**src/rtl/pooling_sched.sv**
```systemverilog
// Max-pooling sequencer: walks channels x rows x words and emits the datapath ctrl/cfg words.
// Define POOLING_SCHED_PAD_EN to complete trailing partial windows with pad rows.
module pooling_sched #(
    parameter int NUM_PE     = 4,
    parameter int CTRL_WIDTH = 7,
    parameter int CFG_WIDTH  = 3,
    parameter int DIM_WIDTH  = 10,
    parameter int ROWPOP_LAT = 2,
    parameter int PIPE_LAT   = 4
) (
    input  logic                  clk,
    input  logic                  rst_n,
    input  logic                  start_i,
    input  logic [DIM_WIDTH-1:0]  cfg_words_i,
    input  logic [DIM_WIDTH-1:0]  cfg_rows_i,
    input  logic [DIM_WIDTH-1:0]  cfg_channels_i,
    input  logic                  cfg_kernel3_i,
    input  logic [1:0]            cfg_stride_i,
    input  logic                  pool_ready_i,
    output logic [CTRL_WIDTH-1:0] ctrl_o,
    output logic [CFG_WIDTH-1:0]  cfg_o,
    output logic                  busy_o,
    output logic                  done_o
);
    localparam int RW = DIM_WIDTH + 1;
    localparam int SW = $clog2(NUM_PE) + 1;
    localparam int DW = $clog2(PIPE_LAT) + 1;

    typedef enum logic [2:0] {IDLE, WAIT, POP, SHIFT, DRAIN, DONE} state_t;

    state_t                state_q, state_d;
    logic [DIM_WIDTH-1:0]  words_q, words_d, rows_q, rows_d, chans_q, chans_d;
    logic                  k3_q, k3_d;
    logic [1:0]            stride_q, stride_d;
    logic [DIM_WIDTH-1:0]  word_q, word_d, ch_q, ch_d;
    logic [RW-1:0]         row_q, row_d;
    logic [1:0]            ph_q, ph_d;
    logic [SW-1:0]         sh_q, sh_d;
    logic [DW-1:0]         drn_q, drn_d;
    // {pad, row_fifo_pop} line and {push, mux_sel, valid} line
    logic [ROWPOP_LAT-1:0][1:0] rp_q, rp_d;
    logic [PIPE_LAT-1:0][2:0]   pl_q, pl_d;
    logic [CTRL_WIDTH-1:0] ctrl_q, ctrl_d;

    logic [1:0]    k_max;
    logic [SW-1:0] ops;
    logic          pad_row, pad_next, in_win, chan_end;
    logic          iss_pop, iss_shift, word_end, nxt_pad, run_end;
    logic [1:0]    rp_ent;
    logic [2:0]    pl_ent;

    assign k_max = k3_q ? 2'd2 : 2'd1;
    assign ops   = (stride_q == 2'd2) ? SW'(NUM_PE / 2) : SW'(NUM_PE);

`ifdef POOLING_SCHED_PAD_EN
    // Rows past cfg_rows are pad rows; the channel ends only on a completed window.
    assign pad_row  = row_q >= {1'b0, rows_q};
    assign pad_next = (row_q + RW'(1)) >= {1'b0, rows_q};
    assign in_win   = 1'b1;
    assign chan_end = pad_next && (ph_q == k_max);
`else
    logic [RW-1:0] rem;
    logic [1:0]    need;
    // A row belongs to a complete window only if the rest of its window still exists.
    assign rem      = {1'b0, rows_q} - row_q;
    assign need     = k_max + 2'd1 - ph_q;
    assign in_win   = rem >= RW'(need);
    assign pad_row  = 1'b0;
    assign pad_next = 1'b0;
    assign chan_end = (row_q + RW'(1)) == {1'b0, rows_q};
`endif

    always_comb begin
        state_d  = state_q;
        words_d  = words_q;
        rows_d   = rows_q;
        chans_d  = chans_q;
        k3_d     = k3_q;
        stride_d = stride_q;
        word_d   = word_q;
        row_d    = row_q;
        ch_d     = ch_q;
        ph_d     = ph_q;
        sh_d     = sh_q;
        drn_d    = drn_q;
        iss_pop  = 1'b0;
        iss_shift = 1'b0;
        word_end = 1'b0;
        run_end  = 1'b0;
        nxt_pad  = pad_row;
        case (state_q)
            IDLE: if (start_i) begin
                words_d  = cfg_words_i;
                rows_d   = cfg_rows_i;
                chans_d  = cfg_channels_i;
                k3_d     = cfg_kernel3_i;
                stride_d = cfg_stride_i;
                word_d   = '0;
                row_d    = '0;
                ch_d     = '0;
                ph_d     = '0;
                state_d  = WAIT;
            end
            WAIT: if (pool_ready_i || pad_row) state_d = POP;
            POP: begin
                iss_pop = 1'b1;
                sh_d    = '0;
                if (ops > SW'(1)) state_d = SHIFT;
                else              word_end = 1'b1;
            end
            SHIFT: begin
                iss_shift = 1'b1;
                if (sh_q == ops - SW'(2)) word_end = 1'b1;
                else                      sh_d = sh_q + SW'(1);
            end
            DRAIN: if (drn_q == DW'(PIPE_LAT - 1)) state_d = DONE;
                   else                            drn_d = drn_q + DW'(1);
            DONE:    state_d = IDLE;
            default: state_d = IDLE;
        endcase

        if (word_end) begin
            if (word_q == words_q - DIM_WIDTH'(1)) begin
                word_d = '0;
                if (!chan_end) begin
                    row_d   = row_q + RW'(1);
                    ph_d    = (ph_q == k_max) ? 2'd0 : ph_q + 2'd1;
                    nxt_pad = pad_next;
                end else begin
                    row_d   = '0;
                    ph_d    = '0;
                    nxt_pad = 1'b0;
                    if (ch_q == chans_q - DIM_WIDTH'(1)) run_end = 1'b1;
                    else                                 ch_d = ch_q + DIM_WIDTH'(1);
                end
            end else begin
                word_d = word_q + DIM_WIDTH'(1);
            end
            if (run_end) begin
                state_d = DRAIN;
                drn_d   = '0;
            end else begin
                state_d = (pool_ready_i || nxt_pad) ? POP : WAIT;
            end
        end
    end

    always_comb begin
        rp_ent = 2'b00;
        pl_ent = 3'b000;
        if (iss_pop || iss_shift) begin
            rp_ent = {iss_pop && pad_row, in_win && (ph_q != 2'd0)};
            pl_ent = {in_win && (ph_q != k_max), in_win && (ph_q == 2'd0), in_win && (ph_q == k_max)};
        end
    end

    // Delay lines shift every cycle, so stalls only insert bubbles.
    always_comb begin
        rp_d[0] = rp_ent;
        for (int i = 1; i < ROWPOP_LAT; i++) rp_d[i] = rp_q[i-1];
        pl_d[0] = pl_ent;
        for (int i = 1; i < PIPE_LAT; i++) pl_d[i] = pl_q[i-1];
        ctrl_d    = '0;
        ctrl_d[0] = iss_shift;
        ctrl_d[1] = iss_pop;
        ctrl_d[2] = pl_q[PIPE_LAT-1][2];
        ctrl_d[3] = rp_q[ROWPOP_LAT-1][0];
        ctrl_d[4] = pl_q[PIPE_LAT-1][1];
        ctrl_d[5] = pl_q[PIPE_LAT-1][0];
        ctrl_d[6] = (iss_pop && pad_row) || rp_q[ROWPOP_LAT-1][1];
    end

    always_ff @(posedge clk or negedge rst_n) begin
        if (!rst_n) begin
            state_q  <= IDLE;
            words_q  <= '0;
            rows_q   <= '0;
            chans_q  <= '0;
            k3_q     <= 1'b0;
            stride_q <= '0;
            word_q   <= '0;
            row_q    <= '0;
            ch_q     <= '0;
            ph_q     <= '0;
            sh_q     <= '0;
            drn_q    <= '0;
            rp_q     <= '0;
            pl_q     <= '0;
            ctrl_q   <= '0;
        end else begin
            state_q  <= state_d;
            words_q  <= words_d;
            rows_q   <= rows_d;
            chans_q  <= chans_d;
            k3_q     <= k3_d;
            stride_q <= stride_d;
            word_q   <= word_d;
            row_q    <= row_d;
            ch_q     <= ch_d;
            ph_q     <= ph_d;
            sh_q     <= sh_d;
            drn_q    <= drn_d;
            rp_q     <= rp_d;
            pl_q     <= pl_d;
            ctrl_q   <= ctrl_d;
        end
    end

    assign ctrl_o = ctrl_q;
    assign cfg_o  = CFG_WIDTH'({k3_q, stride_q});
    assign busy_o = (state_q != IDLE) && (state_q != DONE);
    assign done_o = (state_q == DONE);

endmodule

```
**config.mk**
```make
export PLATFORM = sky130hd
export DESIGN_NAME = pooling_sched
export DESIGN_NICKNAME = d
export VERILOG_FILES = /design/src/rtl/pooling_sched.sv
export SDC_FILE = /design/constraint.sdc
export NUM_CORES = 1
export LEC_CHECK = 0
export ABC_CLOCK_PERIOD_IN_PS = 6560
export CAP_MARGIN = 20
export CORE_AREA = 2 2 102 104
export CTS_BUF_LIST = sky130_fd_sc_hd__clkbuf_2
export CTS_CLUSTER_SIZE = 24
export DETAILED_ROUTE_END_ITERATION = 10
export DIE_AREA = 0 0 104 106
export PLACE_DENSITY = 0.78
export SYNTH_ARGS = -nofsm -noshare
export SYNTH_HDL_FRONTEND = slang
export SYNTH_SLANG_ARGS = --single-unit
```
**constraint.sdc**
```tcl
create_clock -name clk -period 6.56 [get_ports clk]
set_clock_uncertainty 0.1 [all_clocks]
set_input_delay 0.984 -clock clk [delete_from_list [all_inputs] [get_ports clk]]
set_output_delay 0.984 -clock clk [all_outputs]
set_load 0.02 [all_outputs]
```
== After elaboration in Yosys (flattened, before gate mapping) ==
Index checks and enable logic that the tools add are counted.
Cells by class
  add/subtract/negate cells: 12
  order comparisons: 2
  eq/ne operators: 20
  muxes and demuxes: 49
  reductions and logical operators: 18
Operators with widths (count)
  10-bit 2-to-1 mux: 10
  11-bit 2-to-1 mux: 5
  3-bit 2-to-1 mux: 13
  10-bit by 1-bit adder with 10-bit output (second input constant): 2
  10-bit == test: 2
  10-bit by 1-bit subtractor with 10-bit output (second input constant): 2
  2-bit 2-to-1 mux: 8
  3-bit inequality test (second input constant): 5
  3-bit case mux with 5 select lines: 1
  11-bit by 1-bit adder with 11-bit output (second input constant): 1
  11-bit by 10-bit == test with 1-bit output: 1
  11-bit by 2-bit greater-or-equal comparator with 1-bit output: 1
  10-bit by 11-bit subtractor with 11-bit output: 1
  1-bit 2-to-1 mux: 10
  3-bit by 2-bit == test with 1-bit output (second input constant): 3
  2-bit nonzero test: 4
  3-bit by 1-bit adder with 3-bit output (second input constant): 2
  3-bit == test (second input constant): 2
  3-bit case mux with 2 select lines: 1
  2-bit AND reduction: 3
  1-bit logical AND: 5
  5-bit AND reduction: 1
  2-bit by 1-bit adder with 2-bit output (second input constant): 2
  2-bit inequality test (second input constant): 2
  13 further kinds: 14
Storage, ports and cells
  register bits after elaboration: 98
  input port bits: 37
  output and inout bits: 12
  word-level logic and storage cells: 120

== Depth between registers and ports, before layout ==
  depth in word-level cells: 11
  gate-level depth with buffers: 12
  gate-level depth less buffers: 11

== Worst setup path after synthesis ==
Ideal clock, no wire load.
  kind: register to register
  from: register row_q[0]
  to: register pl_q, in the netlist pl_d[3]
  library setup time: 160 ps
  arrival: 2561 ps
  data required time: 6300 ps
  path slack: 3740 ps
  cell stages (with the launch flop): 11
  buffers on the path: 0
  clock period less this slack: 2820 ps
  cell sequence: dfrtp_1 > ha_1 > fa_1 > inv_1 > ha_1 > o21ai_0 > o21ai_0 > nor3_1 > o2111ai_1 > a2111oi_0 > a211oi_1
RTL lines
  start, declared: line 36  | logic [RW-1:0] row_q, row_d;
  start signal, assigned: line 198  | row_q <= row_d;
  end signal, assigned: line 204  | pl_q <= pl_d;
  end, declared: line 42  | logic [PIPE_LAT-1:0][2:0] pl_q, pl_d;

== Final worst setup path ==
  from: register words_q[0]
  to: register row_q[9]
On the way
  cells in the longest elaborated chain, start to end: 4
RTL lines
  start, declared: line 32  | logic [DIM_WIDTH-1:0] words_q, words_d, rows_q, rows_d, chans_q, chans_d;
  start signal, assigned: line 192  | words_q <= words_d;
  10-bit by 1-bit subtractor with 10-bit output: line 123  | if (word_q == words_q - DIM_WIDTH'(1)) begin
  10-bit == test: line 123
  11-bit 2-to-1 mux: line 123
  11-bit 2-to-1 mux: line 122  | if (word_end) begin
  net row_d[9]: line 36
The timed path passes the listed nets, and every way through them passes these cells.
A chain may end at the register's enable or synchronous reset.

==> impl_results.rst <==
.. list-table::
   :header-rows: 1

   * - Metric
     - Value
   * - Result of the run
     - complete, no violations
   * - RePlAce Congestion
     - about 0.9
   * - Endpoints failing hold
     - 0
   * - Power per Cell Area
     - 461 mW/mm²
   * - Met2 wire len
     - about 6100 µm
   * - Most used cells in the layout excluding fill and tap cells
     - nand2_1, dfrtp_1, o21ai_0
   * - Number of cells after detailed placement
     - roughly 800
   * - Cell leakage power
     - ~2.7 nW
   * - Initial standard-cell utilization of the core
     - 0.567
   * - Maximum level of the CTS H-tree
     - 3
   * - Setup violations, final
     - 0
   * - Count of buffers from port buffering
     - 47
   * - Antenna diode count
     - 0
   * - Slack of the critical path
     - 2.75 ns
   * - Transition at the pin with the smallest max-transition slack
     - approximately 1.0 ns
   * - Post-route setup TNS
     - 0 ns
   * - Power share of the sequential group
     - 0.384
   * - Sw Share
     - 0.470
   * - Remaining antenna violation count
     - 0
   * - Core area
     - about 0.01 mm²
   * - Clk_lat worst skew
     - about 0.60 ns
   * - Area enclosed by the die boundary
     - ~0.011 mm²
   * - Count of pins on the block boundary
     - between 40 and 50
   * - CP Data Arrival Time
     - 4.17 ns
   * - Sw power
     - 0.00137 W
   * - Initial antenna violation count
     - 0
   * - Vias after detailed routing
     - approximately 4800
   * - DRC viols
     - 0
   * - Most common cell after layout, fill and taps aside
     - nand2_1
   * - Synth top area share
     - 0.419
   * - Clock Sink Count
     - 95
   * - RSZ-0062 raised after global routing
     - false
   * - Kind of launch point of the worst setup path
     - register
   * - Detailed-route wire length
     - between 10000 and 15000 µm
   * - Portion of total power attributed to combinational logic
     - 0.513
   * - Vias in the first global route
     - roughly 4900
   * - Global routing usage summed across all routing layers
     - 0.244
   * - Final design utilization
     - 0.634
   * - Detailed-placement wirelength estimate
     - between 9000 and 10000 µm
   * - Relative slew slack
     - 0.309
   * - Number of iterations in the first detailed-routing pass
     - 5
   * - Root buffer selected by CTS
     - clkbuf_2
   * - Top flip-flop cell by instance count after synthesis
     - dfrtp_1
   * - Area added between synthesis and finish
     - 11.8%
   * - Req. time, crit path
     - 6.92 ns
   * - Cell internal pwr
     - ~0.0015 W
   * - Detail-routed via count per cell
     - a little under 6
   * - Worst slack at placement
     - 2.83 ns
   * - Kind of critical path
     - register to register
   * - Layout Cells excl Fill
     - roughly 820
   * - Post-synthesis cell type count
     - 66
   * - Largest buffer count on any clock path
     - 2
   * - Grt total ovfl
     - 0
   * - Pins over their slew limit
     - 0
   * - Maximum number of pins on one net before global-route repair
     - 53
   * - Cell types occupying the most area after synthesis
     - dfrtp_1, nand2_1, ha_1
   * - Total nets after synthesis
     - slightly above 700
   * - Routed length per instance
     - 15.5 µm
   * - FFs w/ async S/R, synth
     - 1.00
   * - Clock transition at path regs
     - 0.30 ns
   * - Element type at the critical path end
     - register
   * - Largest area contributor in the synthesized netlist
     - dfrtp_1
   * - Proportion of synthesized chip area in sequential cells
     - 0.419
   * - Layout Nets
     - ~740
   * - Share of the cycle needed by the critical path after routing
     - 0.581
   * - Cell count after synthesis
     - between 600 and 700
   * - Worst IR drop on VDD
     - ~0.22 mV
   * - Met3 layer wire length in the routed design
     - a little under 600 µm
   * - Share of total power in the clock network
     - 0.103
   * - Final worst hold slack
     - between 0.2 and 0.25 ns
   * - Wire length the detailed router placed on met1
     - 5740 µm
   * - Synthesized area per cell
     - between 8 and 9 µm²
   * - Share of post-route cells with drive strength above 1
     - 0.0512
   * - Wire length of the first global-routing pass
     - between 20000 and 25000 µm
   * - Max_cap viols
     - 0
   * - Flip-flop and latch count after synthesis
     - between 90 and 100
   * - CTS tree
     - done
   * - Die height
     - 106 µm
   * - Count of hold-fix buffers inserted at cts
     - 0
   * - Total setup buffers inserted after CTS
     - 0
   * - Number of enable-type register cells in the synthesized netlist
     - 0
   * - Number of gates resized after CTS
     - 0
   * - Die width
     - about 100 µm
   * - Synthesized area
     - about 0.0057 mm²
   * - Initial drt markers
     - 268
   * - Clock buffers created by TritonCTS
     - 9
   * - Minimum period implied by the final worst setup slack
     - ~3.8 ns
   * - Highest Clock Rate
     - roughly 260 MHz
   * - Class of the most critical hold timing path
     - input pin to asynchronous set/reset pin
   * - Cell Rows
     - 37
   * - Synth warnings
     - 0
   * - Top fanout value on the critical path
     - 20
   * - Uppermost signal routing layer after detailed routing
     - met4
path summary, 6_finish.rpt:
check                           startpoint    endpoint  slack, ns  cells after the start
worst max-delay path            words_q[0]    row_q[9]       2.75                      8
worst min-delay path                 rst_n  words_q[4]       0.23                      1
worst max register to register  words_q[0]    row_q[9]       2.75                      8
worst min register to register     rp_d[2]   ctrl_d[3]       0.29                      0
max in group asynchronous            rst_n   word_q[1]       5.05                      2
min in group clk                   rp_d[2]   ctrl_d[3]       0.29                      0
cell type report:
type | count | area [µm²]
multi-input cells | 484 | 3030
inverters | 37 | 139
clock buffers | 9 | 45.0
well taps | 136 | 170
flip-flops and latches | 95 | 2380
clock inverters | 7 | 77.6
fillers | 871 | 3660
repair buffers | 51 | 498
routing by layer:
| metal | vias to the layer above | track usage |
|---|---|---|
| met3 | 28 | 0.0429 |
| li1 | 2338 | - |
| met2 | 122 | 0.414 |
| met4 | 0 | 0.0849 |
| met1 | 2324 | 0.318 |
| met5 | - | 0 |
cells in the mapped netlist, types with 3 or more instances:
cell type  instances
mux2i_1           11
dfrtp_1           95
o21ai_1            5
buf_2              7
nor3_1            15
nor3b_1            3
nor4_1             6
o211ai_1           3
nand2_1          116
nor2_1            27
o21ai_0           47
nand2b_1          15
nor4b_1            3
xnor2_1           22
a211oi_1           3
o22ai_1            5
clkbuf_1          20
nand4_1            6
xor2_1            18
a21oi_1           19
a2111oi_0          6
nand3_1           22
ha_1              21
and3_1             7
nor2b_1           11
inv_1             37
a21o_1             4
o31ai_2            3
a31oi_1           14
or3_1              6
o31ai_1            5
nand3b_1           8
o21bai_1           3
o21a_1             4
a22o_1             5
cell families after synthesis:
family | count (synthesis) | synth area share
simple gates | 261 | 0.226
compound gates | 149 | 0.175
flops | 95 | 0.419
buf+inv | 67 | 0.0472
xor+xnor | 40 | 0.0618
fa+ha+maj | 22 | 0.0499
mux | 11 | 0.0194
other cells | 1 | 0.000661
metrics by stage:
stage                     instance area, µm²  power [W]
final                                   6340    0.00292
after global routing                    6340    0.00319
after CTS                               6340    0.00292
after detailed placement                6210    0.00262
after global placement                  6210    0.00252
after floorplan                         5670    0.00221
sequential cells by signal, indices dropped and copies added, names as in the netlist, 4 cells and up:
name	cells
ch_q	10
chans_q	10
ctrl_d	4
ctrl_o	6
pl_d	9
row_q	11
rows_q	10
word_q	10
words_q	10
worst max-delay path, stage by stage (launching register included):
cell      delay (ns)
dfrtp_1         0.51
inv_1           0.08
ha_1            0.35
nor4_1          0.30
a32oi_1         0.11
o311ai_1        0.47
nand3_1         0.64
o21ai_1         0.88
o221ai_1        0.23
power groups by stage:
stage | Combinational [W] | Sequential (W) | Clock, W
3_3_place_gp | 0.00141 | 0.00112 | 0
3_5_place_dp | 0.00149 | 0.00113 | 0
4_1_cts | 0.00149 | 0.00112 | 0.000304
5_1_grt | 0.00169 | 0.00116 | 0.000336
6_report | 0.00150 | 0.00112 | 0.000300
2_1_floorplan | 0.00117 | 0.00104 | 0
Power figures use the tool's default switching activity.
